--- src/rtl/if_fetch_stage.sv ---
// if_fetch_stage: LEGv8 instruction-fetch stage owning the PC and the IF/ID register.
// Optional perf counters (fetch/stall/flush) are built when IF_PERF_CNT_EN is defined.
module if_fetch_stage #(
    parameter logic [63:0] RESET_PC  = 64'h0,
    parameter int          PC_STEP   = 4,
    parameter logic [31:0] NOP_INSTR = 32'h0000_0000,
    parameter int          CNT_WIDTH = 32
) (
    input  logic                 clk,
    input  logic                 reset,
    input  logic                 stall,
    input  logic                 IF_Flush,
    input  logic                 branch_taken,
    input  logic [63:0]          branch_target,
    input  logic [31:0]          imem_rdata,
    output logic [63:0]          imem_addr,
    output logic [31:0]          Instruction,
    output logic [63:0]          PC_ID,
    output logic                 valid_ID,
    output logic [CNT_WIDTH-1:0] fetch_count,
    output logic [CNT_WIDTH-1:0] stall_count,
    output logic [CNT_WIDTH-1:0] flush_count
);
    logic [63:0] pc_q, pc_d;
    logic [31:0] instr_q, instr_d;
    logic [63:0] pc_id_q, pc_id_d;
    logic        valid_q, valid_d;
    logic        load;

    // Next-state: redirect beats stall for the PC, flush beats stall for IF/ID.
    always_comb begin
        load    = !IF_Flush && !stall;
        pc_d    = branch_taken ? {branch_target[63:2], 2'b00} : stall ? pc_q : pc_q + 64'(PC_STEP);
        instr_d = IF_Flush ? NOP_INSTR : load ? imem_rdata : instr_q;
        pc_id_d = IF_Flush ? 64'h0 : load ? pc_q : pc_id_q;
        valid_d = IF_Flush ? 1'b0 : load ? 1'b1 : valid_q;
    end

    // PC and IF/ID registers; reset inserts a bubble.
    always_ff @(posedge clk or posedge reset) begin
        if (reset) begin
            pc_q    <= RESET_PC;
            instr_q <= NOP_INSTR;
            pc_id_q <= 64'h0;
            valid_q <= 1'b0;
        end else begin
            pc_q    <= pc_d;
            instr_q <= instr_d;
            pc_id_q <= pc_id_d;
            valid_q <= valid_d;
        end
    end

    assign imem_addr   = pc_q;
    assign Instruction = instr_q;
    assign PC_ID       = pc_id_q;
    assign valid_ID    = valid_q;

`ifdef IF_PERF_CNT_EN
    logic [CNT_WIDTH-1:0] fetch_q, stall_q, flush_q;
    logic [CNT_WIDTH-1:0] fetch_d, stall_d, flush_d;

    // Saturating increments; each counter sticks at all-ones.
    always_comb begin
        fetch_d = fetch_q + CNT_WIDTH'(load && !(&fetch_q));
        stall_d = stall_q + CNT_WIDTH'(stall && !IF_Flush && !(&stall_q));
        flush_d = flush_q + CNT_WIDTH'(IF_Flush && !(&flush_q));
    end

    // Performance counter registers.
    always_ff @(posedge clk or posedge reset) begin
        if (reset) begin
            fetch_q <= '0;
            stall_q <= '0;
            flush_q <= '0;
        end else begin
            fetch_q <= fetch_d;
            stall_q <= stall_d;
            flush_q <= flush_d;
        end
    end

    assign fetch_count = fetch_q;
    assign stall_count = stall_q;
    assign flush_count = flush_q;
`else
    assign fetch_count = '0;
    assign stall_count = '0;
    assign flush_count = '0;
`endif
endmodule

--- config.mk ---
export PLATFORM = sky130hd
export DESIGN_NAME = if_fetch_stage
export DESIGN_NICKNAME = d
export VERILOG_FILES = /design/src/rtl/if_fetch_stage.sv
export SDC_FILE = /design/constraint.sdc
export NUM_CORES = 1
export LEC_CHECK = 0
export BUFFER_PORTS_ARGS = -buffer_cell sky130_fd_sc_hd__buf_2
export CORE_UTILIZATION = 30
export DETAILED_ROUTE_END_ITERATION = 8
export PLACE_DENSITY = 0.57
export SYNTH_ARGS = -nofsm -noshare
export SYNTH_HDL_FRONTEND = slang
export SYNTH_SLANG_ARGS = --single-unit
--- constraint.sdc ---
create_clock -name clk -period 8.83 [get_ports clk]
set_clock_uncertainty 0.15 [all_clocks]
set_input_delay 0.883 -clock clk [delete_from_list [all_inputs] [get_ports clk]]
set_output_delay 0.883 -clock clk [all_outputs]
set_load 0.03 [all_outputs]
# == Yosys cells after proc, flatten, opt, wreduce, memory -nomap -nowiden ==
# Cells that the tools add are included.
# classes
n_addsub,1
div,0
mux,8
n_reduce_logical,4
order_cmp,0
n_bitwise,0
mul,0
eq_ne,1
n_shift,0
# ops
operator,n
64-bit 2-to-1 mux,4
64-bit by 3-bit adder with 64-bit output (second input constant),1
32-bit 2-to-1 mux,2
1-bit zero test,2
1-bit 2-to-1 mux,2
2-bit by 1-bit inequality test with 1-bit output (second input constant),1
2-bit nonzero test,1
1-bit logical AND,1
# word_totals
latch_bits,0
ram_bits,0
mem_bits_ro,0
reg_bits,161
mem_count,0
in_bits,101

# == Logic depth before layout (Yosys ltp) ==
# depth
word_depth,4
ltp_mapped,8
mapped_depth_nobuf,6

# == Worst setup path before layout ==
# Ideal clock, no wire load.
# synth_timing
path_kind,input to register
from,input port stall
to,"register pc_q[59], in the netlist imem_addr[59]"
n_path_buf,0
setup_slack_ns,6.263
arrival_ns,2.335
cell_stages,5
setup_time_ns,0.082
required_ns,8.598
path_cell_list,nand4b_1 nor4_4 nand4_2 or4_1 a31oi_1
# synth_between
elab_chain_cells,1
# synth_rtl
item,line,source
from (decl),11,"input logic stall,"
2-bit by 1-bit inequality test with 1-bit output (no line),-,
to (signal assigned),47,pc_q <= pc_d;
to (decl),24,"logic [63:0] pc_q, pc_d;"
# No other way between the ends.
# A chain may end at the register's enable or synchronous reset.

# == Worst setup path after layout ==
# Ends and elaborated chain as after synthesis.

==> flow_metrics.py <==
metrics = {
    "yosys": {
        "ys_top_cells_by_area": "dfrtp_1 48%, mux2i_1 12%, buf_4 9.0%",
        "yosysTopAreaCellShare_pct": 47.5,
        "yosys.area.top_type": "dfrtp_1",
        "synth_edf_count": 0,
        "ys_types": 48,
        "syn_inst": 840,
        "yosys_warnings": 0,
        "syn_area_sq_um": 8320,
        "synth_ff_type": "dfrtp_1",
        "avgSynthCellArea_sq_um": 9.91,
        "ys_seq_elements": 158,
        "ys_async_sr_fraction_pct": 100,
        "ys_seq_area_share_pct": 47.5,
    },
    "setup_path": {
        "r2r_cells": 5,
        "crit_fanout": 60,
        "r2r_end": "imem_addr[44]",
        "critPathRequiredTime_ps": 9020,
        "timing.rr.start": "imem_addr[13]",
        "start_kind": "input pin",
        "crit_path_cell_trace": "buf_6, buf_4, nand4b_1, nor4_4, nand4_2, or4_1, a31oi_1",
        "critical-path-max-stage-delay_ps": 550,
        "crit_family": "simple AND/OR/NAND/NOR gates",
        "critPathKind": "in2reg",
        "cp_num_buf_inv": 2,
        "critPathArrivalTime_ps": 3560,
        "worstSetupEndpointType": "register",
        "cpMaxStageDelayCell": "or4_1",
        "rrSetupSlack_ps": 5880,
        "cp-startpoint": "stall",
    },
    "die": {
        "core_sq_um": 27100,
        "num_rows": 60,
        "ioPinCount": 358,
        "fp.dieH_um": 169,
        "die_area_sq_um": 28400,
        "initial_utilization_pct": 30.7,
        "die_x_um": 169,
    },
    "clock_tree": {
        "post-cts-setup-buffers": 0,
        "clock_sinks": 158,
        "cts_buffers": 17,
        "clk_pin_slew_ps": 70,
        "cts_tree": "built",
        "cts_max_path_buffers": 2,
        "htreeDepth": 4,
        "worstSkewPairLatency_ps": 430,
        "cts_resized": 0,
        "clock-root-buffer": "clkbuf_16",
        "cts-hold-fix-buffers": 0,
    },
    "power_and_ir_drop": {
        "power_uw": 2010,
        "switching_share_pct": 35.4,
        "ir_worst_vdd_mv": 0.106,
        "switchingPower_uw": 711,
        "pwr-share-seq_pct": 42.2,
        "power.density_nw_per_um2": 198,
        "p_int_uw": 1300,
        "p_leak_uw": 0.00519,
        "p_clk_share_pct": 37.6,
        "comb_power_share_pct": 20.2,
    },
    "drt": {
        "vias": 6760,
        "wirelength_mm": 23.9,
        "dr.first_iter.drc_count": 362,
        "top_layer": "met5",
        "via_per_inst": 4.61,
        "met2_length_mm": 11.6,
        "wl_per_cell_um": 16.3,
        "firstDrtPassIters": 4,
        "wl_met1_mm": 10.5,
        "route.detailed.drc": 0,
        "ant_nets": 0,
        "wl_met3_mm": 1.61,
    },
    "placed_design": {
        "dp_hpwl_mm": 17.0,
        "port_buffers": 257,
        "gp_congestion": 0.732,
        "dp.cells": 1430,
    },
    "sta": {
        "max-slew-margin-rel_pct": 29.4,
        "slew_viol_final": 0,
        "finalSetupTns_ps": 0,
        "finalSetupViolations": 0,
        "hold_viol": 0,
        "fmax_ghz": 0.297,
        "min_period_over_period_pct": 38.2,
        "rsz0062_at_grt": "no",
        "min_period_ps": 3370,
        "worst_slew_pin_slew_ps": 1060,
    },
    "grt": {
        "grt_max_degree": 97,
        "grt_first_pass_wirelength_mm": 36.5,
        "overflow": 0,
        "grt_antenna_before_repair": 6,
        "grt_usage_pct": 16.8,
        "grt_pass1_vias": 6272,
    },
    "final_layout": {
        "final_cells": 1465,
        "syn_to_final_growth_pct": 22.2,
        "final_util_pct": 37.5,
        "n_fill_cell": 2779,
        "final_net_count": 1179,
        "drive_above_1_share_pct": 28.3,
    },
    "hold_path": {
        "hold_path.startpoint": "PC_ID[57]",
        "min_delay_path_depth": 2,
        "holdPathEnd": "PC_ID[57]",
        "holdCritPathClass": "reg2reg",
    },
    "flow_run": {
        "max_cap_violations": 0,
    },
    "outcome": {
        "status": "finished, final reports clean",
    },
}
-- Yosys cell counts (all sizes together) (2+ instances only) --
cell type  number
inv             5
a21oi           3
xor2           21
mux2i          97
nor3            9
a31oi          18
nor4            6
o211ai          2
nand4bb         2
o31ai           8
o21ai          42
o41ai           4
nand2          59
nor2          126
nand3          33
nand4          24
or4            12
a22oi           6
nor2b           8
or3             9
xnor2          11
dfrtp         158
and3            7
buf           105
and4           11
or2             3
nand4b          3
and2            3
clkbuf         36
-- flip-flops by register name (all words and copies together) (netlist names) --
| signal | flops |
|---|---|
| PC_ID | 63 |
| imem_addr | 62 |
| Instruction | 32 |
| valid_ID | 1 |
-- layout by cell type (no fill, tap or decap), types with 6 or more instances in the layout --
cell	count
nor2b_1	8
or3_1	9
a22oi_1	6
or4_1	12
and3_1	7
clkbuf_16	17
o31ai_1	8
nand3_1	31
xor2_1	21
nor3_1	8
nor2_1	125
dfrtp_1	158
nand4_1	21
o21ai_0	42
and4_1	11
a31oi_1	18
inv_6	8
mux2i_1	97
nand2_1	59
xnor2_1	11
conb_1	98
buf_4	6
buf_2	255
-- metal layers --
| metal | GRT usage [%] | vias up |
|---|---|---|
| li1 | - | 3225 |
| met1 | 21.3 | 3241 |
| met5 | 0 | - |
| met3 | 4.89 | 21 |
| met4 | 3.87 | 8 |
| met2 | 28.3 | 265 |
-- tightest hold or removal path: cells and delay by family, from the launching register on --
kind	cells	cell delay (ps)
simple gates	1	80
mux	1	70
flops	1	340
-- power by group through the flow --
stage,Combinational [uW],Sequential (uW),Clock (uW)
2_1_floorplan,217,957,0
3_3_place_gp,406,862,0
3_5_place_dp,409,864,0
4_1_cts,411,850,783
5_1_grt,440,859,813
6_report,406,849,755
-- stage by stage --
stage / instance area (sq um) / hold slack (ps) / worst slack, ps
final: 10200 / 366 / 5460
after CTS: 10200 / 373 / 5400
after global routing: 10200 / 388 / 5270
after global placement: 9570 / 350 / 5010
after floorplan: 8690 / 505 / 3530
after detailed placement: 9570 / 357 / 4940
-- how the worst max path moves through the flow --
stage | to | slack (ps) | cells past startpoint
3_5_place_dp | imem_addr[59] | 4940 | 7
5_1_grt | imem_addr[59] | 5270 | 7
3_3_place_gp | imem_addr[59] | 5010 | 7
6_report | imem_addr[59] | 5460 | 7
4_1_cts | imem_addr[59] | 5400 | 7
2_1_floorplan | Instruction[0] | 3530 | 1
-- layout make-up --
| class | count | area [sq um] | share of cell area (%) |
|---|---|---|---|
| timing repair buffer | 262 | 1330 | 13.1 |
| multi-input combinational | 633 | 3800 | 37.3 |
| sequential | 158 | 3950 | 38.9 |
| inverter | 5 | 23.8 | 0.234 |
| tap | 372 | 465 | 4.58 |
| clock inverter | 15 | 165 | 1.62 |
| antenna | 3 | 7.51 | 0.0738 |
| clock buffer | 17 | 425 | 4.18 |
-- kinds of logic (layout without fill, tap and decap cells) --
logic type	count (synthesis)	after routing	share of synthesized area, %
AND/OR/NAND/NOR	319	319	19.8
buffers and inverters	146	299	11.2
other	1	101	0.0451
adder cells (fa/ha/maj)	1	1	0.150
multiplexers	97	97	11.7
XOR/XNOR	32	32	3.37
AO/OA/AOI/OAI	86	86	6.28
flip-flops	158	158	47.5
Note: power is estimated with default switching activity, not from simulation.
